## config.mk

```make
export PLATFORM = sky130hd
export DESIGN_NAME = store_writer
export DESIGN_NICKNAME = d
export VERILOG_FILES = /design/src/rtl/store_writer.sv
export SDC_FILE = /design/constraint.sdc
export NUM_CORES = 1
export LEC_CHECK = 0
export ABC_AREA = 0
export CORE_UTILIZATION = 40
export DETAILED_ROUTE_END_ITERATION = 16
export RECOVER_POWER = 25
export SETUP_SLACK_MARGIN = 0.15
export SYNTH_ARGS = -nofsm -noshare
export SYNTH_HDL_FRONTEND = slang
export SYNTH_SLANG_ARGS = --single-unit
```

## constraint.sdc

```tcl
create_clock -name clk -period 4.5 [get_ports clk]
set_clock_uncertainty 0.15 [all_clocks]
set_input_delay 0.9 -clock clk [delete_from_list [all_inputs] [get_ports clk]]
set_output_delay 0.9 -clock clk [all_outputs]
set_load 0.1 [all_outputs]
```

## src/rtl/store_writer.sv

```systemverilog
// Store writer: formats core store requests into word-aligned, lane-shifted
// memory writes, buffers them in an in-order FIFO and drains them over a
// valid/ready port. Misaligned or illegal stores are consumed and flagged.

package store_writer_pkg;

    typedef struct packed {
        logic [31:0] addr;
        logic [31:0] wdata;
        logic [3:0]  be;
    } st_entry_t;

endpackage

module store_writer
    import store_writer_pkg::*;
#(
    parameter int unsigned DEPTH = 4,
    parameter int unsigned CNT_W = $clog2(DEPTH + 1)
) (
    input  logic             clk,
    input  logic             rst_n,
    input  logic             req_valid,
    output logic             req_ready,
    input  logic [31:0]      req_addr,
    input  logic [31:0]      req_data,
    input  logic [2:0]       req_f3,
    output logic             mem_valid,
    input  logic             mem_ready,
    output logic [31:0]      mem_addr,
    output logic [31:0]      mem_wdata,
    output logic [3:0]       mem_be,
    output logic [CNT_W-1:0] occupancy,
    output logic             empty,
    output logic             err_valid,
    output logic [31:0]      err_addr
);

    localparam int unsigned PTR_W = $clog2(DEPTH);

    st_entry_t        mem_q [DEPTH];
    st_entry_t        head_q;
    st_entry_t        head_nxt;
    st_entry_t        fmt_c;
    logic             fmt_err;
    logic [1:0]       off;
    logic [PTR_W-1:0] wr_ptr_q;
    logic [PTR_W-1:0] rd_ptr_q;
    logic [PTR_W-1:0] rd_ptr_nxt;
    logic [CNT_W-1:0] count_q;
    logic [CNT_W-1:0] count_nxt;
    logic             ready_q;
    logic             valid_q;
    logic             empty_q;
    logic             err_valid_q;
    logic [31:0]      err_addr_q;
    logic             accept;
    logic             push;
    logic             pop;

    assign off    = req_addr[1:0];
    assign accept = req_valid && ready_q;
    assign push   = accept && !fmt_err;
    assign pop    = valid_q && mem_ready;

    // Request formatting: byte enables, lane shift and alignment check
    always_comb begin
        fmt_c      = '0;
        fmt_err    = 1'b0;
        fmt_c.addr = {req_addr[31:2], 2'b00};
        case (req_f3)
            3'b000: begin
                fmt_c.be    = 4'b0001 << off;
                fmt_c.wdata = {24'h0, req_data[7:0]} << {off, 3'b000};
            end
            3'b001: begin
                if (off[0]) begin
                    fmt_err = 1'b1;
                end else if (off[1]) begin
                    fmt_c.be    = 4'b1100;
                    fmt_c.wdata = {req_data[15:0], 16'h0};
                end else begin
                    fmt_c.be    = 4'b0011;
                    fmt_c.wdata = {16'h0, req_data[15:0]};
                end
            end
            3'b010: begin
                if (off != 2'b00) begin
                    fmt_err = 1'b1;
                end else begin
                    fmt_c.be    = 4'b1111;
                    fmt_c.wdata = req_data;
                end
            end
            default: fmt_err = 1'b1;
        endcase
    end

    // Next pointer/count and next head; a push into an otherwise empty FIFO bypasses storage
    always_comb begin
        rd_ptr_nxt = pop ? rd_ptr_q + PTR_W'(1) : rd_ptr_q;
        count_nxt  = count_q + CNT_W'(push) - CNT_W'(pop);
        head_nxt   = '0;
        if (count_nxt == '0) begin
            head_nxt = '0;
        end else if (push && count_nxt == CNT_W'(1)) begin
            head_nxt = fmt_c;
        end else begin
            head_nxt = mem_q[rd_ptr_nxt];
        end
    end

    // Entry storage, written on push only
    always_ff @(posedge clk) begin
        if (push) begin
            mem_q[wr_ptr_q] <= fmt_c;
        end
    end

    // Control state and registered outputs
    always_ff @(posedge clk or negedge rst_n) begin
        if (!rst_n) begin
            wr_ptr_q    <= '0;
            rd_ptr_q    <= '0;
            count_q     <= '0;
            head_q      <= '0;
            ready_q     <= 1'b1;
            valid_q     <= 1'b0;
            empty_q     <= 1'b1;
            err_valid_q <= 1'b0;
            err_addr_q  <= '0;
        end else begin
            if (push) begin
                wr_ptr_q <= wr_ptr_q + PTR_W'(1);
            end
            rd_ptr_q    <= rd_ptr_nxt;
            count_q     <= count_nxt;
            head_q      <= head_nxt;
            ready_q     <= (count_nxt < CNT_W'(DEPTH));
            valid_q     <= (count_nxt != '0);
            empty_q     <= (count_nxt == '0);
            err_valid_q <= accept && fmt_err;
            if (accept && fmt_err) begin
                err_addr_q <= req_addr;
            end
        end
    end

    assign req_ready = ready_q;
    assign mem_valid = valid_q;
    assign mem_addr  = head_q.addr;
    assign mem_wdata = head_q.wdata;
    assign mem_be    = head_q.be;
    assign occupancy = count_q;
    assign empty     = empty_q;
    assign err_valid = err_valid_q;
    assign err_addr  = err_addr_q;

endmodule

```

==> impl_metrics.py <==
metrics = {
    "layout": {
        "design_area_mm2": 0.01838,
        "final_cell_mix": "edfxtp_1, clkdlybuf4s50_1, dfrtp_1, a22o_1",
        "nFillCells": 2938,
        "nets": 1091,
        "stdcell_count": 1504,
        "final_common_cell": "edfxtp_1",
        "drive_above_1_share_pct": 20.04,
        "syn_to_final_growth_pct": 25.17,
        "diodes": 0,
    },
    "floorplan": {
        "die_w_um": 193.6,
        "io_pins": 178,
        "coreArea_mm2": 0.03583,
        "die_area_mm2": 0.03747,
        "fp.dieH_um": 193.6,
        "start_util_pct": 40.98,
        "placementRows": 69,
    },
    "setup_path": {
        "critical_path_class": "in -> reg",
        "r2r_slack_ns": 1.08,
        "cpMostUsedCell": "inv_1",
        "crit_arrival_ns": 4.08,
        "start_kind": "input port",
        "cp_max_fo": 37,
        "cp-end-kind": "register",
        "r2r_start": "req_ready$_DFF_PN1_",
        "required_ns": 4.75,
        "crit_chain": "clkdlybuf4s50_1 > nor3_1 > nor2_1 > nor3_4 > inv_2 > ha_1 > inv_1 > ha_1 > inv_1 > fa_1 > xnor3_1 > nand2_1 > inv_1 > and3_2 > buf_12 > a22o_1",
        "critPathLaunch": "req_addr[1]",
        "slowest_delay_ns": 0.51,
        "cpMaxStageDelayCell": "clkdlybuf4s50_1",
    },
    "logic_synthesis": {
        "yosysTopAreaCellShare_pct": 54.00,
        "synth.area.mux_share_pct": 11.32,
        "synth-compound-area-share_pct": 8.573,
        "synthArstFlopShare_pct": 29.22,
        "netlist_instances": 815,
        "synth-adder-area-share_pct": 0.6477,
        "ys.flop_type": "edfxtp_1",
        "ys_ff_latch": 373,
        "syn-cell-area_mm2": 0.01468,
        "ys_seq_area_share_pct": 72.59,
        "synth_enable_flop_cells": 264,
        "yosysTopAreaCell": "edfxtp_1",
        "synth_top_family_by_area": "multiplexers",
        "synth_area_leaders": "edfxtp_1, dfrtp_1, mux4_2",
        "avgSynthCellArea_um2": 18.01,
        "ys_types": 49,
        "yosysWarnings": 0,
        "yosys.area_share.xor_xnor_pct": 0.4432,
        "synth-simple-area-share_pct": 3.716,
    },
    "min_path": {
        "min_path_type": "in -> async",
    },
    "sta": {
        "hold_viol": 0,
        "finalCritPeriodShare_pct": 85.27,
        "setup_ws_ns": 0.6630,
        "fin_crit_ns": 3.837,
        "maxSlewViolCount": 28,
        "rsz0062_at_grt": "no",
        "fin_setup_tns_ns": 0,
        "fmax_mhz": 260.6,
        "tightest_slew_ns": 1.781,
        "setup_viol": 0,
        "relSlewSlack_pct": -18.71,
    },
    "clock_network": {
        "cts_buffers": 40,
        "clockRootBuffer": "clkbuf_16",
        "cts_sinks": 373,
        "clock_path_buffers": 3,
        "cts_setup_buffers": 0,
        "tritoncts": "yes",
        "holdBufCountCts": 0,
        "htree_num_levels": 2,
        "clkTransAtPathRegs_ns": 0.06,
        "cts_resized": 0,
        "insertion_delay_ns": 0.52,
    },
    "route": {
        "via_count": 8441,
        "drtPass1Iterations": 6,
        "drcViolationCount": 0,
        "wl_per_cell_um": 23.28,
        "drt-vias-per-instance": 5.612,
        "first_iter_violations": 638,
        "wirelength_um": 35010,
        "antenna_left": 0,
    },
    "placement": {
        "preCtsSetupSlack_ns": 0.1166,
        "gp_congestion": 0.7694,
        "port_buffers": 175,
        "dp_hpwl_um": 21620,
        "dp.cells": 1432,
        "postPlaceCellArea_mm2": 0.01711,
    },
    "run": {
        "cap_violations": 1,
    },
    "global_route": {
        "grt_antenna_before_repair": 0,
        "grt_pass1_wl_um": 52940,
        "grt_remaining_overflow": 0,
        "grt_max_degree": 62,
        "track_usage_pct": 18.75,
        "grt_pass1_vias": 8509,
    },
    "status": {
        "violations": "max-capacitance violations, max-slew violations",
        "status": "complete, but fails checks",
    },
}
## through the flow
step | util (%) | hold slack (ns)
after floorplan | - | 0.3463
after global placement | 47.76 | 0.3386
after detailed placement | 47.76 | 0.3449
after global routing | 51.29 | 0.2830
final | 51.29 | 0.2418
after CTS | 51.31 | 0.2658
## final timing paths
kind                                       endpoint  depth (start not counted)
setup / recovery             mem_addr[14]$_DFF_PN0_                         16
hold / removal             err_addr[13]$_DFFE_PN0P_                          1
setup reg to reg             mem_addr[14]$_DFF_PN0_                         14
hold reg to reg            err_addr[28]$_DFFE_PN0P_                          1
max in group asynchronous   mem_wdata[23]$_DFF_PN0_                          2
min in group clk           err_addr[28]$_DFFE_PN0P_                          1
## state kept, by name (all words and copies together) (netlist names)
name,count
empty,1
err_addr,32
err_valid,1
mem_addr,30
mem_be,4
mem_q,264
mem_valid,1
mem_wdata,32
occupancy,3
rd_ptr_q,2
req_ready,1
wr_ptr_q,2
## cell families after synthesis
family | count (synthesis)
DFF | 373
AOI/OAI and AO/OA | 166
muxes | 100
and+or+nand+nor | 87
buffers and inverters | 76
adders and majority gates | 7
xor gates and xnor gates | 5
other | 1
## per-layer routing
layer,part of all wire [%],GRT usage [%],wire [um],vias to the layer above
met3,6.6,3.626,2324,52
li1,-,-,-,3669
met4,2.4,5.511,838,0
met5,0,0,0,-
met1,42,25.59,14770,4383
met2,49,30.57,17080,337
## critical path, delay by kind of cell
kind | cells | cell delay, ns
buffers and inverters | 6 | 0.94
AND/OR/NAND/NOR | 5 | 0.90
adder cells (fa/ha/maj) | 3 | 0.83
AO/OA/AOI/OAI | 1 | 0.26
XOR/XNOR | 1 | 0.23
## cells in the mapped netlist, types with 3 or more instances
cell type / instances
dfrtp_1: 107
or2_2: 3
buf_4: 7
mux4_2: 48
ha_1: 6
buf_1: 3
clkbuf_1: 19
xnor2_1: 3
o21ai_0: 37
a21oi_1: 4
inv_2: 3
o22ai_1: 16
a32o_1: 16
nand2_1: 17
inv_1: 18
a22o_1: 56
o21ai_1: 8
nor2_1: 3
buf_6: 8
mux2_2: 48
nor3b_1: 16
buf_2: 18
and2_1: 12
nor3_1: 17
a222oi_1: 8
o221ai_1: 16
edfxtp_1: 264
mux2i_1: 4
nand3_1: 5
## final cells by class
cell class | instances | area (um2) | share of cell area, %
sequential | 373 | 10660 | 58.00
multi-input combinational | 367 | 3670 | 19.97
timing repair buffer | 210 | 2121 | 11.54
clock buffer | 55 | 1119 | 6.087
tap | 461 | 576.8 | 3.139
clock inverter | 17 | 153.9 | 0.8374
inverter | 21 | 78.83 | 0.4289
Power is left out: the tool's default activity adds up to more than one toggle a clock period on the data nets, which glitch-free logic cannot reach.
